<file path="config.mk">
export PLATFORM = sky130hd
export DESIGN_NAME = alu20
export DESIGN_NICKNAME = d
export VERILOG_FILES = /design/src/rtl/alu20.sv
export SDC_FILE = /design/constraint.sdc
export NUM_CORES = 1
export LEC_CHECK = 0
export BUFFER_PORTS_ARGS = -buffer_cell sky130_fd_sc_hd__buf_2
export CAP_MARGIN = 20
export CORE_ASPECT_RATIO = 0.8
export CORE_UTILIZATION = 56
export CTS_CLUSTER_DIAMETER = 40
export CTS_CLUSTER_SIZE = 16
export DETAILED_ROUTE_END_ITERATION = 8
export PLACE_DENSITY = 0.79
export SETUP_SLACK_MARGIN = 0.2
export SLEW_MARGIN = 5
export SYNTH_ARGS = -nofsm -noshare
export SYNTH_HDL_FRONTEND = slang
export SYNTH_SLANG_ARGS = --single-unit
export TNS_END_PERCENT = 10
</file>
<file path="constraint.sdc">
create_clock -name clk -period 1.5 [get_ports clk]
set_input_delay 0.15 -clock clk [delete_from_list [all_inputs] [get_ports clk]]
set_output_delay 0.15 -clock clk [all_outputs]
set_load 0.1 [all_outputs]
</file>
<file path="src/rtl/alu20.sv">
// -----------------------------------------------------------------------------
// alu20 - 20-bit registered ALU for the 20-bit-instruction CPU datapath.
//
// Eight arithmetic/logic operations are selected by a 3-bit opcode. The
// datapath is purely combinational into a single register stage. Result and
// status flags appear one clock after a valid request. The equality flag feeds
// the branch-if-equal decision in the control unit.
//
// Ports
//   clk         in   1      system clock, rising edge
//   rst_n       in   1      asynchronous active-low reset
//   in_valid    in   1      operands/opcode valid this cycle
//   in1         in   WIDTH  operand A
//   in2         in   WIDTH  operand B
//   op_code     in   3      operation select
//   out_valid   out  1      registered: result/flags valid
//   result      out  WIDTH  registered result
//   equal_flag  out  1      registered: in1 == in2 (independent of opcode)
//   zero_flag   out  1      registered: result == 0
//   carry_flag  out  1      registered: carry (ADD) / not-borrow (SUB), else 0
//   ovf_flag    out  1      registered: signed overflow (ADD/SUB), else 0
//
// Opcodes
//   000 ADD  001 SUB  010 AND  011 OR  100 XOR  101 NAND  110 NOR  111 SLT
// -----------------------------------------------------------------------------
module alu20 #(
  parameter int WIDTH = 20
) (
  input  logic             clk,
  input  logic             rst_n,
  input  logic             in_valid,
  input  logic [WIDTH-1:0] in1,
  input  logic [WIDTH-1:0] in2,
  input  logic [2:0]       op_code,
  output logic             out_valid,
  output logic [WIDTH-1:0] result,
  output logic             equal_flag,
  output logic             zero_flag,
  output logic             carry_flag,
  output logic             ovf_flag
);

  localparam logic [2:0] OP_ADD  = 3'b000;
  localparam logic [2:0] OP_SUB  = 3'b001;
  localparam logic [2:0] OP_AND  = 3'b010;
  localparam logic [2:0] OP_OR   = 3'b011;
  localparam logic [2:0] OP_XOR  = 3'b100;
  localparam logic [2:0] OP_NAND = 3'b101;
  localparam logic [2:0] OP_NOR  = 3'b110;
  localparam logic [2:0] OP_SLT  = 3'b111;

  // Adder with carry-in. Returns {carry_out, signed_overflow, sum}.
  // Overflow is the classic rule on the effective operands: both operand
  // signs equal and the sum sign differs. Because SUB is fed the inverted
  // B operand, the same rule gives "operand signs differ and result sign
  // differs from A" for subtraction.
  function automatic logic [WIDTH+1:0] add_flags(
    input logic [WIDTH-1:0] a,
    input logic [WIDTH-1:0] b,
    input logic             cin
  );
    logic [WIDTH:0] sum;
    logic           ovf;
    sum = {1'b0, a} + {1'b0, b} + {{WIDTH{1'b0}}, cin};
    ovf = (a[WIDTH-1] == b[WIDTH-1]) && (sum[WIDTH-1] != a[WIDTH-1]);
    return {sum[WIDTH], ovf, sum[WIDTH-1:0]};
  endfunction

  // Signed less-than on two's-complement operands.
  function automatic logic signed_lt(
    input logic [WIDTH-1:0] a,
    input logic [WIDTH-1:0] b
  );
    return $signed(a) < $signed(b);
  endfunction

  logic             sub_sel_s;
  logic [WIDTH-1:0] b_eff_s;
  logic [WIDTH+1:0] arith_s;
  logic             slt_s;

  logic [WIDTH-1:0] result_d;
  logic             carry_d;
  logic             ovf_d;
  logic             zero_d;
  logic             equal_d;

  logic             out_valid_q;
  logic [WIDTH-1:0] result_q;
  logic             equal_q;
  logic             zero_q;
  logic             carry_q;
  logic             ovf_q;

  // Shared adder: SUB reuses it as in1 + ~in2 + 1 so carry means no borrow.
  always_comb begin
    sub_sel_s = (op_code == OP_SUB);
    if (sub_sel_s) begin
      b_eff_s = ~in2;
    end else begin
      b_eff_s = in2;
    end
    arith_s = add_flags(in1, b_eff_s, sub_sel_s);
    slt_s   = signed_lt(in1, in2);
  end

  // Operation select and next-state flag computation.
  always_comb begin
    result_d = {WIDTH{1'b0}};
    carry_d  = 1'b0;
    ovf_d    = 1'b0;
    case (op_code)
      OP_ADD, OP_SUB: begin
        result_d = arith_s[WIDTH-1:0];
        carry_d  = arith_s[WIDTH+1];
        ovf_d    = arith_s[WIDTH];
      end
      OP_AND:  result_d = in1 & in2;
      OP_OR:   result_d = in1 | in2;
      OP_XOR:  result_d = in1 ^ in2;
      OP_NAND: result_d = ~(in1 & in2);
      OP_NOR:  result_d = ~(in1 | in2);
      OP_SLT:  result_d = {{(WIDTH-1){1'b0}}, slt_s};
      default: begin
        result_d = {WIDTH{1'b0}};
        carry_d  = 1'b0;
        ovf_d    = 1'b0;
      end
    endcase
    // Zero flag is taken from the next result so it lines up with result.
    zero_d  = (result_d == {WIDTH{1'b0}});
    equal_d = (in1 == in2);
  end

  // Output register stage; results and flags hold while no request arrives.
  always_ff @(posedge clk or negedge rst_n) begin
    if (!rst_n) begin
      out_valid_q <= 1'b0;
      result_q    <= {WIDTH{1'b0}};
      equal_q     <= 1'b0;
      zero_q      <= 1'b0;
      carry_q     <= 1'b0;
      ovf_q       <= 1'b0;
    end else begin
      out_valid_q <= in_valid;
      if (in_valid) begin
        result_q <= result_d;
        equal_q  <= equal_d;
        zero_q   <= zero_d;
        carry_q  <= carry_d;
        ovf_q    <= ovf_d;
      end else begin
        result_q <= result_q;
        equal_q  <= equal_q;
        zero_q   <= zero_q;
        carry_q  <= carry_q;
        ovf_q    <= ovf_q;
      end
    end
  end

  assign out_valid  = out_valid_q;
  assign result     = result_q;
  assign equal_flag = equal_q;
  assign zero_flag  = zero_q;
  assign carry_flag = carry_q;
  assign ovf_flag   = ovf_q;

endmodule

</file>
==> results of run 1 <==
[kinds of logic after synthesis]
family,after synthesis,share of synthesized area (%)
adders and majority gates,80,23.71
xor gates and xnor gates,30,6.176
muxes,26,6.441
and+or+nand+nor,108,12.71
buffers and inverters,96,8.765
DFF,25,14.71
AOI/OAI and AO/OA,165,27.50
[Yosys cell counts, types with 5 or more instances]
| library cell | count |
|---|---|
| ha_1 | 79 |
| inv_1 | 69 |
| nor2_1 | 40 |
| a21oi_1 | 36 |
| o21ai_0 | 27 |
| xnor2_1 | 26 |
| dfrtp_1 | 25 |
| clkbuf_1 | 20 |
| nand2_1 | 20 |
| a22o_1 | 18 |
| o22ai_1 | 17 |
| mux2i_1 | 15 |
| a221oi_1 | 11 |
| mux2_2 | 11 |
| a21o_1 | 8 |
| nor3_1 | 6 |
| o21a_1 | 6 |
| a31oi_1 | 5 |
| nor4_1 | 5 |
[area by class of cell]
class                   instances  area (sq um)  area share, %
multi-input cells             409          3707          56.78
repair buffers                250          1760          26.96
flip-flops and latches         25         625.6          9.582
inverters                      69         259.0          3.967
well taps                     105         131.4          2.012
clock buffers                   4         45.04         0.6899
[metal layers]
layer | wire length, microns | GRT usage [%] | vias to the layer above
met1 | 7031 | 54.78 | 2529
met4 | 662 | 15.74 | 0
met3 | 1818 | 5.166 | 87
met5 | 0 | 0 | -
li1 | - | - | 2361
met2 | 7885 | 67.85 | 391
[power by group through the flow]
stage / Combinational [mW] / Sequential, mW / Clock (mW)
after floorplan: 1.19 / 1.66 / 0
after global placement: 3.10 / 0.850 / 0
after detailed placement: 3.18 / 0.858 / 0
after CTS: 3.38 / 0.851 / 0.401
after global routing: 3.83 / 0.861 / 0.421
final: 3.68 / 0.855 / 0.395
[how the worst max path moves through the flow]
stage,end,slack (ps),cells after the start
floorplan,zero_flag$_DFFE_PN0P_,-1660,16
global placement,zero_flag$_DFFE_PN0P_,-1820,14
detailed placement,zero_flag$_DFFE_PN0P_,-1850,15
CTS,zero_flag$_DFFE_PN0P_,-1450,15
global route,zero_flag$_DFFE_PN0P_,-1620,14
finish,zero_flag$_DFFE_PN0P_,-1560,14
[timing repair]
action / in CTS / in global routing
endpoints found under the hold margin: 25 / 0
endpoints found under the setup margin: 24 / 24
setup buffers: 6 / 5
pin swaps: 25 / 31
cloned: 0 / 0
resized for setup: 45 / 39
hold buffers: 1 / 0
[flip-flops by register name, summed over array words and instances (netlist names)]
name and flops:
carry_flag 1, equal_flag 1, out_valid 1, ovf_flag 1, result 20, zero_flag 1
[worst reg2reg max path, delay by kind of cell (launching register included)]
kind            cells  cell delay (ps)
simple gates        1              140
flops               1              390
compound gates      1              210
==> flow_summary_export.csv, run 1 <==
group,metric,value,unit
power,p_per_area,754.7,nW/um^2
hold_path,hold_path_end,"out_valid$_DFF_PN0_",
synth,synth.avg_cell_area,8.027,sq um
timing,setup_viol,24,
worst_setup_path,path_cells,"buf_6, or3b_4, buf_12, xnor2_1, ha_1, nand3b_1, o22ai_1, a2111oi_4, nor2_2, a21oi_2, mux2i_2, a21oi_2, nor2b_1, a41o_1",
timing,period_share,204.0,%
synth,synth_area_leaders,"ha_1, dfrtp_1, inv_1",
synth,syn-cell-area,4254,sq um
worst_setup_path,r2r.worst_path.cells,2,
timing,rsz0062_at_grt,"true",
grt,grt_max_degree,44,
synth,synth_cell_types,65,
layout,fin_util,88.32,%
drt,vias,5368,
timing,holdWs,350.0,ps
timing,slew_headroom,63.62,%
synth,yosysTopAreaCell,"ha_1",
clocking,clk_pin_slew,80,ps
drt,dr.first_iter.drc_count,417,
floorplan,die_x,99.45,microns
power,switchingPower,2.558,mW
placement,place_inst,846,
synth,syn_inst,530,
power,switching_share,51.92,%
grt,grt_pass1_wl,25510,microns
synth,synth-seq-area-share,14.71,%
worst_setup_path,crit_path_frequent_cell,"a21oi_2",
clocking,numCtsBuffers,3,
floorplan,initial_core_util,57.55,%
timing,maxSlewViolCount,0,
timing,finClkSkew,0,ps
hold_path,hold_depth,2,
synth,yosysWarnings,0,
layout,mostFrequentLayoutCell,"buf_4",
synth,netlist.area_leader.share,23.24,%
synth,synth_seq_cells,25,
drt,ant_nets,0,
timing,fin_setup_tns,-27990,ps
outcome,violations,"negative setup slack",
worst_setup_path,r2r_start,"zero_flag$_DFFE_PN0P_",
timing,period_needed,3061,ps
floorplan,io_pins,71,
floorplan,die_h,79.96,microns
outcome,status,"finished, violations left",
worst_setup_path,path_buf_inv,2,
power,finalPower,4.927,mW
worst_setup_path,cp_max_fo,8,
power,p_int,2.369,mW
layout,synthToLayoutAreaGrowth,53.47,%
flow_run,cap_violations,0,
synth,synth_edf_count,0,
power,pwr-share-comb,74.6,%
clocking,cts_tree,"built",
worst_setup_path,cp.required,1660,ps
placement,placed_area,5984,sq um
power,irDropWorstVdd,1359,uV
clocking,h-tree-depth,1,
layout,n_antenna_cell,0,
layout,fin_area,6529,sq um
worst_setup_path,start_kind,"input pin",
drt,routedWlPerCell,20.18,microns
worst_setup_path,crit_path_start,"op_code[2]",
floorplan,core,7392,sq um
layout,n_fill_cell,378,
grt,grt_overflow,0,
synth,synthesis.nets,656,
clocking,cts_buffer_depth,2,
hold_path,worstHoldStart,"in_valid",
clocking,cts-root-buf,"clkbuf_8",
floorplan,dieArea,7951,sq um
grt,grt_pass1_vias,5187,
hold_path,hp-class,"input pin to flop",
placement,place_congestion,0.9506,
worst_setup_path,crit_slowest_cell,"a2111oi_4",
drt,routed_wl,17400,microns
worst_setup_path,r2r_end,"zero_flag$_DFFE_PN0P_",
layout,fin_nets,884,
worst_setup_path,endpoint_kind,"flop",
power,clkPwrFrac,8.0,%
grt,grtUsageTotal,41.09,%
placement,dp_slack,-1854,ps
drt,dr.pass1.iters,6,
timing,hold_viol_final,0,
synth,ys.flop_type,"dfrtp_1",
synth,async_flop_share,100.0,%
drt,viasPerCell,6.227,
placement,io_buffers,70,
clocking,cts.sinks,25,
layout,final-instance-count-excl-fill,862,
worst_setup_path,arrival,3220,ps
placement,hpwl,12340,microns
layout,drive_above_1_share,44.12,%
power,p_leak,3.329,nW
worst_setup_path,path_class,"input pin to flop",
worst_setup_path,cpPeakStageDelay,470,ps
grt,antenna_found_initial,0,
drt,drc,0,
timing,max_freq,326.7,MHz
clocking,clk_latency,270,ps
timing,setup_ws,-1561,ps
layout,final_cell_mix,"buf_4, ha_1, inv_1, buf_2, nor2_1",
power,power_frac_seq,17.4,%
timing,worstMarginPinSlew,545.8,ps
floorplan,rows,28,
worst_setup_path,reg2reg_slack,660,ps
worst_setup_path,cp_top_family,"compound AO/OA/AOI/OAI gates",
No activity file was read; power rests on OpenSTA's default activity.
==> run 2: changes to the inputs <==
--- a/config.mk
+++ b/config.mk
@@ -9,6 +9,7 @@
 export CAP_MARGIN = 20
 export CORE_ASPECT_RATIO = 0.8
 export CORE_UTILIZATION = 56
+export CTS_BUF_LIST = sky130_fd_sc_hd__clkbuf_4 sky130_fd_sc_hd__clkbuf_8
 export CTS_CLUSTER_DIAMETER = 40
 export CTS_CLUSTER_SIZE = 16
 export DETAILED_ROUTE_END_ITERATION = 8
==> constraint.sdc (replaced) <==
create_clock -name clk -period 3.4 [get_ports clk]
set_input_delay 0.34 -clock clk [delete_from_list [all_inputs] [get_ports clk]]
set_output_delay 0.34 -clock clk [all_outputs]
set_load 0.1 [all_outputs]
==> run 2 against run 1 <==
First-iteration DRC count down 29%. Setup slack better by 1600 ps. Wire length down 20%. Critical path depth up 2. Critical endpoint unchanged. Register-to-register slack better by 1900 ps. Core utilization down 14 points. The run now ends clean. Die area unchanged. Clock power down 56%. Power down 61%. Combinational power down 63%.
==> flow_summary_export.csv, run 2 (synthesis gave the netlist of run 1 again) <==
group,metric,value,unit
grt,grt_overflow,0,
grt,grt_max_degree,44,
worst_setup_path,r2r_start,"zero_flag$_DFFE_PN0P_",
drt,vias,4547,
drt,routedWlPerCell,18.52,microns
floorplan,io_pins,71,
drt,dr.pass1.iters,5,
floorplan,die_h,79.96,microns
clocking,clk_latency,270,ps
timing,setup_viol,0,
grt,grt_pass1_wl,21150,microns
drt,wl_met3,1174,microns
worst_setup_path,start_kind,"input pin",
worst_setup_path,r2r_end,"zero_flag$_DFFE_PN0P_",
layout,drive_above_1_share,30.00,%
clocking,cts_buffer_depth,2,
timing,period_share,98.44,%
clocking,h-tree-depth,1,
worst_setup_path,path_class,"input pin to flop",
layout,final_cell_mix,"ha_1, buf_2, inv_1, buf_4, nor2_1",
worst_setup_path,r2r.worst_path.cells,2,
timing,period_needed,3347,ps
timing,worstMarginPinSlew,757.5,ps
layout,mostFrequentLayoutCell,"ha_1",
drt,drc,0,
grt,grt_pass1_vias,4058,
layout,fin_area,5475,sq um
layout,largest_reg_flops,20,
worst_setup_path,cp.required,3560,ps
drt,routed_wl,13990,microns
timing,max_freq,298.8,MHz
timing,holdWs,45.68,ps
outcome,status,"finished, final reports clean",
drt,top_layer_used,"met4",
timing,fin_setup_tns,0,ps
power,finalPower,1.900,mW
drt,m1WireLength,6554,microns
timing,rsz0062_at_grt,"true",
grt,antenna_found_initial,0,
drt,dr.first_iter.drc_count,294,
placement,placed_area,5202,sq um
power,p_leak,2.754,nW
worst_setup_path,arrival,3510,ps
placement,place_congestion,0.9935,
power,irDropWorstVdd,539.1,uV
worst_setup_path,reg2reg_slack,2540,ps
layout,final-instance-count-excl-fill,755,
worst_setup_path,endpoint_kind,"flop",
grt,grtUsageTotal,34.73,%
layout,fin_nets,777,
hold_path,hp-class,"input pin to async pin",
clocking,cts_tree,"built",
clocking,cts.sinks,25,
placement,place_inst,744,
drt,met2_length,5951,microns
drt,ant_nets,0,
floorplan,die_x,99.45,microns
layout,synthToLayoutAreaGrowth,28.71,%
floorplan,dieArea,7951,sq um
timing,slew_headroom,49.50,%
timing,hold_viol_final,0,
floorplan,initial_core_util,57.55,%
power,p_per_area,347.0,nW/um^2
clocking,clk_pin_slew,90,ps
clocking,cts-root-buf,"clkbuf_8",
timing,finClkSkew,0,ps
layout,n_antenna_cell,0,
clocking,numCtsBuffers,3,
placement,hpwl,10830,microns
floorplan,core,7392,sq um
drt,viasPerCell,6.023,
worst_setup_path,cp_max_fo,7,
timing,maxSlewViolCount,0,
floorplan,rows,28,
flow_run,cap_violations,0,
placement,io_buffers,70,
-- run 2: cell count changes in the layout (fill, tap and decap cells not counted), sizes merged --
cell,previous run,this run
dlygate4sd3,1,0
clkinvlp,0,1
buf,249,143
clkbuf,4,3
-- run 2: worst max-delay path, stage by stage --
cell       delay, ps
buf_6             90
or3b_4           440
buf_12           170
xnor2_4          150
inv_2             50
fa_2             370
nor2b_4          160
o2111ai_4        180
buf_6            160
a311oi_4         330
o2111ai_1        160
nand4b_1         130
xnor2_1           90
a221oi_2         350
nor2_1            90
a41o_1           230
-- run 2: cell type report --
class	instances	area (sq um)
Multi-Input combinational cell	409	3462
Fill cell	590	1917
Timing Repair Buffer	143	948.4
Sequential cell	25	625.6
Inverter	69	259.0
Tap cell	105	131.4
Clock buffer	3	41.29
Clock inverter	1	7.507
-- run 2: how the worst max path moves through the flow --
stage / from / end / slack, ps
global route: op_code[2] / zero_flag$_DFFE_PN0P_ / -40
floorplan: op_code[1] / zero_flag$_DFFE_PN0P_ / 50
detailed placement: op_code[2] / zero_flag$_DFFE_PN0P_ / -170
finish: op_code[2] / zero_flag$_DFFE_PN0P_ / 50
CTS: op_code[1] / zero_flag$_DFFE_PN0P_ / 170
global placement: op_code[2] / zero_flag$_DFFE_PN0P_ / -160
-- run 2: what timing repair did --
| item | 4_1_cts | 5_1_grt |
|---|---|---|
| gates resized for setup | 11 | 24 |
| pin swaps | 11 | 19 |
| buffers inserted | 4 | 2 |
| endpoints found under the setup margin | 3 | 10 |
| cloned | 1 | 0 |
| hold buffers | 0 | 0 |
-- run 2: report_power, final --
group / switching (mW) / internal (mW)
logic: 0.887 / 0.466
registers: 0.0271 / 0.345
clock network: 0.0911 / 0.0829
-- run 2: per-stage QoR --
step                setup slack, ps  utilization (%)
floorplan                     45.91                -
global placement             -159.4            70.38
detailed placement           -167.1            70.38
CTS                           165.9            72.48
global route                 -44.55            74.07
finish                        53.05            74.07
-- run 2: per-layer routing --
| metal | vias up | GRT usage, % |
|---|---|---|
| li1 | 2161 | - |
| met1 | 2164 | 50.51 |
| met2 | 191 | 53.40 |
| met3 | 31 | 4.378 |
| met4 | 0 | 10.00 |
| met5 | - | 0 |
==> run 3: changes to the inputs <==
--- a/config.mk
+++ b/config.mk
@@ -7,7 +7,6 @@
 export LEC_CHECK = 0
 export BUFFER_PORTS_ARGS = -buffer_cell sky130_fd_sc_hd__buf_2
 export CAP_MARGIN = 20
-export CORE_ASPECT_RATIO = 0.8
 export CORE_UTILIZATION = 56
 export CTS_BUF_LIST = sky130_fd_sc_hd__clkbuf_4 sky130_fd_sc_hd__clkbuf_8
 export CTS_CLUSTER_DIAMETER = 40
==> run 3 against run 2 <==
Cell count down 1.1%. First-iteration DRC count down 12%. Sequential power hardly changed. Via count fell by 1.7%. Clock skew unchanged. Sequential share of layout area hardly changed. Register-to-register slack is essentially flat. Hold slack better by 9.3 ps. Global-route usage decreased by 1.1 points. Cell area grew 0.14%. Highest routed layer unchanged.
==> flow_summary_export.csv, run 3 (synthesis gave the netlist of run 1 again) <==
group,metric,value,unit
power,p_leak,2.757,nW
placement,hpwl,10210,microns
grt,grt_max_degree,44,
grt,grt_pass1_wl,20570,microns
floorplan,initial_core_util,58.34,%
floorplan,die_h,89.16,microns
timing,setup_viol,0,
timing,hold_viol_final,0,
drt,routedWlPerCell,17.83,microns
timing,worstMarginPinSlew,675.4,ps
clocking,clk_pin_slew,90,ps
clocking,cts_hold_buf,0,
power,irDropWorstVdd,255.7,uV
clocking,cts_tree,"built",
floorplan,dieArea,7950,sq um
layout,mostFrequentLayoutCell,"ha_1",
clocking,cts-root-buf,"clkbuf_8",
worst_setup_path,cp.required,3610,ps
worst_setup_path,cp_max_fo,6,
worst_setup_path,crit_path_frequent_cell,"buf_4",
floorplan,core,7292,sq um
drt,routed_wl,13320,microns
floorplan,rows,31,
worst_setup_path,path_buf_inv,4,
timing,rsz0062_at_grt,"true",
drt,viasPerCell,5.985,
outcome,status,"finished, final reports clean",
drt,vias,4471,
placement,dp_slack,-302.5,ps
power,p_per_area,345.9,nW/um^2
worst_setup_path,path_cells,"buf_2, or3b_4, buf_8, xnor2_4, ha_4, a31oi_4, buf_4, o221ai_4, buf_4, a31oi_1, xor2_1, a221oi_2, or2_1, a211oi_2, and4_1, a41o_1",
flow_run,cap_violations,0,
clocking,cts_buffer_depth,2,
worst_setup_path,start_kind,"input pin",
worst_setup_path,arrival,3470,ps
drt,dr.first_iter.drc_count,260,
timing,slew_headroom,53.81,%
layout,final-instance-count-excl-fill,747,
clocking,clk_latency,270,ps
timing,setup_ws,148.5,ps
drt,dr.pass1.iters,5,
timing,max_freq,307.5,MHz
worst_setup_path,endpoint_kind,"flop",
layout,final_cell_mix,"ha_1, buf_2, buf_4, inv_1, nor2_1",
grt,grtUsageTotal,33.66,%
drt,drc,0,
worst_setup_path,crit_slowest_cell,"or3b_4",
timing,finClkSkew,0,ps
drt,ant_nets,0,
worst_setup_path,cpPeakStageDelay,400,ps
placement,place_inst,737,
timing,maxSlewViolCount,0,
grt,grt_pass1_vias,4274,
placement,place_congestion,1.004,
layout,drive_above_1_share,31.33,%
worst_setup_path,path_class,"input pin to flop",
grt,antenna_found_initial,0,
floorplan,io_pins,71,
clocking,cts.sinks,25,
timing,period_share,95.63,%
placement,io_buffers,70,
layout,n_antenna_cell,0,
worst_setup_path,cp_top_family,"compound AO/OA/AOI/OAI gates",
clocking,h-tree-depth,1,
layout,fin_nets,775,
timing,period_needed,3252,ps
clocking,numCtsBuffers,3,
placement,placed_area,5175,sq um
layout,synthToLayoutAreaGrowth,28.88,%
hold_path,hp-class,"input pin to async pin",
layout,fin_area,5483,sq um
layout,largest_reg_flops,20,
grt,grt_overflow,0,
floorplan,die_x,89.16,microns
run 3: changes by cell type in the layout (fill, tap and decap cells not counted), sizes merged:
cell	delta
buf	-2
clkinv	+1
clkinvlp	-1
run 3: where the power goes:
| part | switching (mW) | internal, mW | leakage [nW] |
|---|---|---|---|
| Combinational | 0.883 | 0.466 | 2.44 |
| Sequential | 0.0258 | 0.345 | 0.294 |
| Clock | 0.0942 | 0.0820 | 0.0255 |
| Total | 1.00 | 0.893 | 2.76 |
run 3: repair_timing:
| item | CTS | global route |
|---|---|---|
| resized for setup | 19 | 26 |
| buffers inserted | 2 | 4 |
| endpoints found under the setup margin | 5 | 6 |
| hold endpoints to repair | 0 | 0 |
| pin swaps | 13 | 16 |
run 3: area by class of cell:
| cell class | instances | area, sq um |
|---|---|---|
| Clock buffer | 3 | 41.29 |
| Clock inverter | 1 | 5.005 |
| Fill cell | 584 | 1809 |
| Inverter | 69 | 259.0 |
| Multi-Input combinational cell | 409 | 3537 |
| Sequential cell | 25 | 625.6 |
| Tap cell | 99 | 123.9 |
| Timing Repair Buffer | 141 | 890.9 |
run 3: stage by stage:
step                      hold WS (ps)  TNS [ps]  utilization, %  total power, mW
after floorplan                  44.41         0               -            1.258
final                            55.01         0           75.19            1.896
after detailed placement         366.2    -906.8           70.97            1.623
after CTS                        66.59         0           72.82            1.825
after global routing             91.51         0           75.19            2.007
after global placement           346.2    -389.5           70.97            1.603
run 3: final timing paths:
kind / startpoint / endpoint / slack, ps / cells past startpoint
setup reg to reg: zero_flag$_DFFE_PN0P_ / zero_flag$_DFFE_PN0P_ / 2550 / 2
min in group clk: result[2]$_DFFE_PN0P_ / result[2]$_DFFE_PN0P_ / 480 / 1
hold reg to reg: result[2]$_DFFE_PN0P_ / result[2]$_DFFE_PN0P_ / 480 / 1
max in group asynchronous: rst_n / result[8]$_DFFE_PN0P_ / 2960 / 1
setup / recovery: op_code[1] / zero_flag$_DFFE_PN0P_ / 150 / 16
hold / removal: rst_n / carry_flag$_DFFE_PN0P_ / 60 / 1
run 3: routing by layer:
layer | wire (microns) | track usage (%) | up-vias | part of all wire (%)
li1 | - | - | 2145 | -
met1 | 5410 | 40.71 | 2099 | 41
met2 | 6638 | 61.76 | 184 | 50
met3 | 758 | 3.047 | 43 | 5.7
met4 | 512 | 12.41 | 0 | 3.8
met5 | 0 | 0 | - | 0
